[config.mk]
export PLATFORM = sky130hd
export DESIGN_NAME = stopwatch_ctrl
export DESIGN_NICKNAME = d
export VERILOG_FILES = /design/src/rtl/stopwatch_ctrl.sv
export SDC_FILE = /design/constraint.sdc
export NUM_CORES = 1
export LEC_CHECK = 0
export ABC_CLOCK_PERIOD_IN_PS = 6000
export BUFFER_PORTS_ARGS = -buffer_cell sky130_fd_sc_hd__buf_2
export CELL_PAD_IN_SITES_DETAIL_PLACEMENT = 0
export CELL_PAD_IN_SITES_GLOBAL_PLACEMENT = 1
export CORE_MARGIN = 8
export CORE_UTILIZATION = 52
export CTS_CLUSTER_SIZE = 14
export DETAILED_ROUTE_END_ITERATION = 12
export GPL_ROUTABILITY_DRIVEN = 0
export PLACE_DENSITY_LB_ADDON = 0.1
export SYNTH_ARGS = -nofsm -noshare
export SYNTH_HDL_FRONTEND = slang
export SYNTH_SLANG_ARGS = --single-unit
[constraint.sdc]
create_clock -name clk -period 6 [get_ports clk]
set_clock_uncertainty 0.05 [all_clocks]
set_input_delay 1.2 -clock clk [delete_from_list [all_inputs] [get_ports clk]]
set_output_delay 1.2 -clock clk [all_outputs]
set_load 0.01 [all_outputs]
[src/rtl/stopwatch_ctrl.sv]
// Stopwatch controller: synchronises and debounces the front-panel inputs, decodes the unit
// switches and sequences the count datapath through an IDLE/RUN/PAUSE FSM and a time-base cascade.
module stopwatch_ctrl #(
    parameter int TICK_DIV  = 100000,
    parameter int DB_CYCLES = 1000000
) (
    input  logic       clk,
    input  logic       reset,
    input  logic       btn_start,
    input  logic       btn_clear,
    input  logic       btn_fast,
    input  logic       ms_sw,
    input  logic       s_sw,
    input  logic       min_sw,
    input  logic       hr_sw,
    output logic       cnt_en,
    output logic [3:0] cnt_step,
    output logic       cnt_clr,
    output logic [3:0] unit_sel,
    output logic [9:0] cnt_limit,
    output logic [1:0] state,
    output logic       sw_err
);
    localparam int BW = (TICK_DIV > 1) ? $clog2(TICK_DIV) : 1;
    localparam int DW = (DB_CYCLES > 1) ? $clog2(DB_CYCLES) : 1;

    typedef enum logic [1:0] {
        IDLE  = 2'b00,
        RUN   = 2'b01,
        PAUSE = 2'b10
    } state_t;

    state_t          fsm;
    logic [6:0]      sync_p0;
    logic [6:0]      sync_p1;
    logic [DW-1:0]   db_cnt [3];
    logic [2:0]      db_lvl;
    logic [1:0]      db_lvl_d;
    logic [3:0]      sw_vec;
    logic [3:0]      sw_prev;
    logic            sw_valid;
    logic            sw_change;
    logic            start_ev;
    logic            clear_ev;
    logic            clr_now;
    logic            run_adv;
    logic [BW-1:0]   base_cnt;
    logic [9:0]      ms_cnt;
    logic [5:0]      s_cnt;
    logic [5:0]      min_cnt;
    logic            ms_tick;
    logic            s_tick;
    logic            min_tick;
    logic            hr_tick;
    logic            unit_tick;

    function automatic logic is_onehot(input logic [3:0] v);
        is_onehot = (v != 4'd0) && ((v & (v - 4'd1)) == 4'd0);
    endfunction

    function automatic logic [9:0] limit_of(input logic [3:0] v);
        case (v)
            4'b0001: limit_of = 10'd1000;
            4'b0010: limit_of = 10'd60;
            4'b0100: limit_of = 10'd60;
            4'b1000: limit_of = 10'd24;
            default: limit_of = 10'd0;
        endcase
    endfunction

    // Stage p0/p1: two-flop synchronisers, bit order {hr,min,s,ms,fast,clear,start}
    always_ff @(posedge clk or negedge reset) begin
        if (!reset) begin
            sync_p0 <= '0;
            sync_p1 <= '0;
        end else begin
            sync_p0 <= {hr_sw, min_sw, s_sw, ms_sw, btn_fast, btn_clear, btn_start};
            sync_p1 <= sync_p0;
        end
    end

    // Debounce: the accepted level flips after DB_CYCLES consecutive differing samples
    always_ff @(posedge clk or negedge reset) begin
        if (!reset) begin
            for (int i = 0; i < 3; i++) db_cnt[i] <= '0;
            db_lvl   <= '0;
            db_lvl_d <= '0;
        end else begin
            db_lvl_d <= db_lvl[1:0];
            for (int i = 0; i < 3; i++) begin
                if (sync_p1[i] == db_lvl[i]) begin
                    db_cnt[i] <= '0;
                end else if (db_cnt[i] == DW'(DB_CYCLES - 1)) begin
                    db_cnt[i] <= '0;
                    db_lvl[i] <= sync_p1[i];
                end else begin
                    db_cnt[i] <= db_cnt[i] + DW'(1);
                end
            end
        end
    end

    assign start_ev  = db_lvl[0] & ~db_lvl_d[0];
    assign clear_ev  = db_lvl[1] & ~db_lvl_d[1];
    assign sw_vec    = sync_p1[6:3];
    assign sw_valid  = is_onehot(sw_vec);
    assign sw_change = (sw_vec != sw_prev);
    assign clr_now   = sw_change | clear_ev;
    assign run_adv   = (fsm == RUN) && !clr_now;

    assign ms_tick   = run_adv && (base_cnt == BW'(TICK_DIV - 1));
    assign s_tick    = ms_tick && (ms_cnt == 10'd999);
    assign min_tick  = s_tick && (s_cnt == 6'd59);
    assign hr_tick   = min_tick && (min_cnt == 6'd59);
    assign unit_tick = |(unit_sel & {hr_tick, min_tick, s_tick, ms_tick});

    // Stage p2: FSM, prescaler cascade and registered datapath controls
    always_ff @(posedge clk or negedge reset) begin
        if (!reset) begin
            fsm       <= IDLE;
            sw_prev   <= '0;
            base_cnt  <= '0;
            ms_cnt    <= '0;
            s_cnt     <= '0;
            min_cnt   <= '0;
            cnt_en    <= 1'b0;
            cnt_step  <= '0;
            cnt_clr   <= 1'b0;
            unit_sel  <= '0;
            cnt_limit <= '0;
            sw_err    <= 1'b0;
        end else begin
            sw_prev   <= sw_vec;
            unit_sel  <= sw_valid ? sw_vec : 4'd0;
            cnt_limit <= limit_of(sw_vec);
            sw_err    <= !sw_valid;
            cnt_clr   <= clr_now;
            cnt_en    <= unit_tick;
            if (unit_tick) cnt_step <= db_lvl[2] ? 4'd10 : 4'd1;

            if (clr_now || !sw_valid) begin
                fsm <= IDLE;
            end else if (start_ev) begin
                fsm <= (fsm == RUN) ? PAUSE : RUN;
            end

            // PAUSE falls through both branches, so the cascade keeps its phase
            if (fsm == IDLE || clr_now) begin
                base_cnt <= '0;
                ms_cnt   <= '0;
                s_cnt    <= '0;
                min_cnt  <= '0;
            end else if (run_adv) begin
                base_cnt <= ms_tick ? '0 : base_cnt + BW'(1);
                if (ms_tick)  ms_cnt  <= s_tick   ? 10'd0 : ms_cnt + 10'd1;
                if (s_tick)   s_cnt   <= min_tick ? 6'd0  : s_cnt + 6'd1;
                if (min_tick) min_cnt <= hr_tick  ? 6'd0  : min_cnt + 6'd1;
            end
        end
    end

    assign state = fsm;

endmodule
# After elaboration in Yosys (flattened, before gate mapping)
# Index checks and enable logic that the tools add are counted.
op_classes:
  add_sub_neg: 8
  n_mux: 27
  eq_ne: 16
  n_bitwise: 10
  reduce_logical: 26
op_table:
  columns: ["cell", "n"]
  rows:
  - ["$mux 20", 6]
  - ["$add 20x1->20 const B", 3]
  - ["$eq 20x20->1 const B", 3]
  - ["$mux 17", 3]
  - ["$mux 6", 8]
  - ["$mux 10", 4]
  - ["$pmux 10 s3", 1]
  - ["$add 17x1->17 const B", 1]
  - ["$eq 17x17->1 const B", 1]
  - ["$add 6x1->6 const B", 2]
  - ["$eq 6x6->1 const B", 2]
  - ["$reduce_and 2->1", 6]
  - ["$add 10x1->10 const B", 1]
  - ["$eq 10x10->1 const B", 1]
  - ["$reduce_bool 2->1", 5]
  - ["$and 4x4->4", 2]
  - ["$mux 4", 2]
  - ["$logic_and 1x1->1", 6]
  - ["$mux 2", 3]
  - ["$not 1->1", 5]
  - ["$eq 4x1->1 const B", 1]
  - ["$eq 4x2->1 const B", 1]
  - ["$eq 4x3->1 const B", 1]
  - ["$eq 4x4->1 const B", 1]
  - ["13 further kinds", 18]
word_totals:
  word_cells: 108
  ff_bits: 145

# Logic depth before layout (Yosys ltp)
logic_depth:
  word_depth: 13
  mapped_depth: 8
  depth_no_buf: 6

# Least setup slack after synthesis
# Ideal clock, no wire load.
synth_timing:
  path_type: "reg-to-reg"
  startpoint: "register ms_cnt[0]"
  endpoint: "register cnt_step[1]"
  setup_ps: 125
  path_stages_with_launch: 8
  setup_slack_ps: 3918
  arrival_time_ps: 1908
  required_time_ps: 5825
  path_cell_list: "dfrtp_1 ha_1 and3_1 and4_1 clkbuf_1 a21o_1 o211ai_1 mux2_2"
synth_between:
  elab_chain_cells: 6
synth_rtl:
  columns: ["element", "line", "text"]
  rows:
  - ["start: declaration", "48", "logic [9:0] ms_cnt;"]
  - ["start signal: assignment", "155", "if (ms_tick) ms_cnt <= s_tick ? 10'd0 : ms_cnt + 10'd1;"]
  - ["$eq 10x10->1 (*)", "112", "assign s_tick = ms_tick && (ms_cnt == 10'd999);"]
  - ["$logic_and 1x1->1 (*)", "112", null]
  - ["$logic_and 1x1->1", "113", "assign min_tick = s_tick && (s_cnt == 6'd59);"]
  - ["$logic_and 1x1->1", "114", "assign hr_tick = min_tick && (min_cnt == 6'd59);"]
  - ["$and 4x4->4 (*)", "115", "assign unit_tick = |(unit_sel & {hr_tick, min_tick, s_tick, ms_tick});"]
  - ["$reduce_or 4->1 (*)", "115", null]
  - ["end signal: assignment", "139", "if (unit_tick) cnt_step <= db_lvl[2] ? 4'd10 : 4'd1;"]
  - ["end: declaration", "17", "output logic [3:0] cnt_step,"]
# Mark *: on every way between the ends. The rest lies on a longest branch, timed or not.
# A chain may end at the register's enable or synchronous reset.

# Worst setup path after layout
layout_timing:
  startpoint: "register sync_p1[5]"
  endpoint: "register base_cnt[0]"
layout_between:
  elab_chain_cells: 8
  elab_cells_between_ends: 10
  cone_classes: "1 x eq/ne; 3 x mux; 1 x bitwise; 5 x reduce/logical"
layout_rtl:
  columns: ["element", "line", "text"]
  rows:
  - ["start: declaration", "35", "logic [6:0] sync_p1;"]
  - ["start signal: assignment", "78", "sync_p1 <= sync_p0;"]
  - ["$ne 4x4->1 (*)", "107", "assign sw_change = (sw_vec != sw_prev);"]
  - ["$or 1x1->1 (*)", "108", "assign clr_now = sw_change | clear_ev;"]
  - ["$logic_not 1->1", "109", "assign run_adv = (fsm == RUN) && !clr_now;"]
  - ["$logic_and 1x1->1", "109", null]
  - ["$logic_and 1x1->1", "111", "assign ms_tick = run_adv && (base_cnt == BW'(TICK_DIV - 1));"]
  - ["$mux 17", "154", "base_cnt <= ms_tick ? '0 : base_cnt + BW'(1);"]
  - ["$mux 17", "153", "end else if (run_adv) begin"]
  - ["$mux 17", "148", "if (fsm == IDLE || clr_now) begin"]
  - ["end signal: assignment", "154", null]
  - ["end: declaration", "47", "logic [BW-1:0] base_cnt;"]
# Mark *: on every way between the ends. The rest lies on a longest branch, timed or not. The select of a mux whose other input is x is not followed.

==> results.md <==
- CTS tree: built
- RSZ-0062 raised after global routing: false
- Max Cap Violations: 0
- Status: finished clean
- Most frequent cells after synthesis: dfrtp_1, nor2_1, nand3_1, xnor2_1, nand2_1
- Netlist cell types: 58
- Highest Clock Rate: 368 MHz
- Rows: between 40 and 50
- EDFF count, synth: 0
- Reg2Reg Launch Point: sync_p1[5]
- CP peak stage delay: 0.81 ns
- Tightest Pin Transition: roughly 1.0 ns
- CP required: 6.26 ns
- Via count: 4661
- Sequential group share of total power: 45.0%
- Warnings, synthesis: 0
- First-pass GRT wire length: ~22 mm
- Relative slew slack: 30.4%
- Starting density of the core: 52.4%
- Crit end category: flop
- CP Launch Type: flop
- Post_cts resized: 0
- Cell taking the most area after synthesis: dfrtp_1
- Clock power share: 52.2%
- Skew-Pair Late Insertion Delay: about 0.41 ns
- Count leader, synth: dfrtp_1
- Asr flop ratio synth: 100%
- Routed WL per cell: 15.2 um
- Post-synthesis sequential area ratio: 53.1%
- Overflow after GRT: 0
- Port Buf Inserts: 28
- Cell Pwr Density: 288 mW/mm2
- Power Total: 2.13 mW
- Antenna Nets Post-Route: 0
- Hold_sp: sync_p0[4]
- Top FF cell, synth: dfrtp_1
- Slowest CP cell: nor3_2
- # hold bufs at CTS: 0
- Top sig layer: met4
- Clk slew on worst S/H paths: 0.06 ns
- Overall Global Routing Usage: 16.9%
- Die Height: 128 um
- Sw power: about 0.44 mW
- Cts bufs inserted: 17
- Setup Buffers After CTS: 0
- Crit path arrival time: 2.98 ns
- Int Pwr: approximately 1.7 mW
- Hold Path Cell Cnt: 0
- Crit-path cells: xnor2_1 -> nand3_1 -> nor3_2 -> nand2_1 -> o31ai_1
- Pre-Repair DR Iteration Count: 5
- Worst path depth: 5
- Worst VDD drop: roughly 0.17 mV
- Post-Route Setup TNS: 0 ns
- Metal-1 WL: 6.11 mm
- Metal3 WL: 472 um
- Leak: 3.14 nW
- Core area: 0.0124 mm2
- Final WL: roughly 13 mm
- Synth top area share: 53.1%
- Synth Register Bits: 138
- Worst r2r path cells: 5
- Gate Count Post-Synth: roughly 640
- Number of fill cells: 1078
- Setup Viol. Count Final: 0
- Switch share: 20.6%
- Top cells by area, synth: dfrtp_1, nor2_1, xnor2_1, xor2_1, nand3_1
- Hold crit path type: reg2reg
- Crit share post-route: between 40% and 50%
- Met2 routed WL: 6.03 mm
- H-tree depth: 4
- Clock sink total: 138
- N_diodes: 0
- Syn_area_per_cell: 10.2 um2
- Worst Path Max Fanout: 17
- Initial DRC Count: ~370
- Nets: between 600 and 700
- Max Buffers Root-to-Sink: 2
- Comb pwr share: 2.7%
- Post-Synthesis Cell Area: 0.00650 mm2
- Vias in the first global route: 4591
- Antenna violations before repair: 0
- Bufs and invs on worst path: 0
- Final hold violation count: 0
- Worst Setup SP: sync_p1[5]
- Largest net degree at the start of global routing: 90
- WS Path Type: reg2reg
- Layout cells sized above 1: 11.7%
- Die area: 0.0163 mm2
- Die width: 128 um
- Fin. max-slew vios: 0
- IO Pins: 32
- Avg Vias per Cell: 5.52
- Top delay family on crit path: simple AND/OR/NAND/NOR gates
- Residual DRC: 0
- Syn-to-layout area delta: 13.5%
- Final HPWL DP: 8.72 mm
- Crit path time final: 2.72 ns
- Root buffer cell: clkbuf_16
-- power by group through the flow --
stage	registers, mW	logic (mW)	clock network [mW]
6_report	0.958	0.0583	1.11
3_5_place_dp	0.974	0.0605	0
4_1_cts	0.958	0.0607	1.13
5_1_grt	0.960	0.0682	1.17
2_1_floorplan	0.972	0.0319	0
3_3_place_gp	0.973	0.0598	0
-- cell type report --
type / count / area [um2] / share of cell area [%]
Clock buffer: 21 / 470 / 6.37
Inverter: 17 / 63.8 / 0.865
Tap cell: 172 / 215 / 2.92
Clock inverter: 11 / 168 / 2.27
Multi-Input combinational cell: 456 / 2850 / 38.6
Sequential cell: 138 / 3450 / 46.8
Timing Repair Buffer: 30 / 161 / 2.19
-- through the flow --
step	cell area, um2	utilization, %	setup slack, ns	hold slack [ns]	std cells
2_1_floorplan	6510	-	3.92	0.281	639
3_3_place_gp	6740	54.3	3.34	0.284	813
3_5_place_dp	6740	54.3	3.27	0.289	813
4_1_cts	7380	59.5	3.28	0.301	845
5_1_grt	7380	59.5	2.89	0.308	845
6_report	7380	59.5	3.28	0.299	845
-- state kept, by name, indices dropped and copies added (netlist names), 3 cells and up --
name	flops
base_cnt	17
cnt_limit	5
db_cnt	60
db_lvl	3
min_cnt	6
ms_cnt	10
s_cnt	6
sw_prev	4
sync_p0	7
sync_p1	7
unit_sel	4
-- per-layer routing --
metal,vias to the layer above,track usage [%]
met2,81,25.7
met5,-,0
met1,2294,22.9
met4,0,6.92
li1,2269,-
met3,17,3.79
-- final timing paths --
| check | to | slack, ns |
|---|---|---|
| max | base_cnt[0] | 3.28 |
| min in group asynchronous | db_cnt[56] | 0.80 |
| max reg2reg | base_cnt[0] | 3.28 |
| min | sync_p1[4] | 0.30 |
| min reg2reg | sync_p1[4] | 0.30 |
| max in group asynchronous | cnt_limit[2] | 3.96 |
-- cells by family (layout without fill, tap and decap cells) --
kind of cell	Yosys count	in the layout	synth area share, %
AOI/OAI and AO/OA	63	63	5.98
xor gates and xnor gates	70	70	9.43
adders and majority gates	7	7	1.35
buffers and inverters	45	79	3.21
DFF	138	138	53.1
muxes	11	11	1.77
other	1	3	0.0577
and+or+nand+nor	302	302	25.1
-- cell usage in the layout, fill, tap and decap left out, types with 3 or more instances in the layout --
master,synthesis,routed
a21oi_1,22,22
a311oi_1,3,3
a31oi_1,3,3
and2_1,4,4
and3_1,17,17
and4_1,4,4
buf_2,5,27
bufinv_16,0,4
clkbuf_16,0,17
clkbuf_8,0,3
clkinv_2,0,3
conb_1,1,3
dfrtp_1,138,138
ha_1,7,7
inv_1,17,17
mux2_2,4,4
mux2i_1,7,7
nand2_1,36,36
nand2b_1,3,3
nand3_1,52,52
nand3b_1,6,6
nand4_1,16,16
nor2_1,90,90
nor3_1,13,13
nor3b_1,3,3
nor4_1,7,7
nor4b_1,10,10
o21ai_0,18,18
o31ai_1,6,6
or3_1,15,15
or4_1,6,6
xnor2_1,37,37
xor2_1,33,33
No activity file was read; power rests on OpenSTA's default activity.
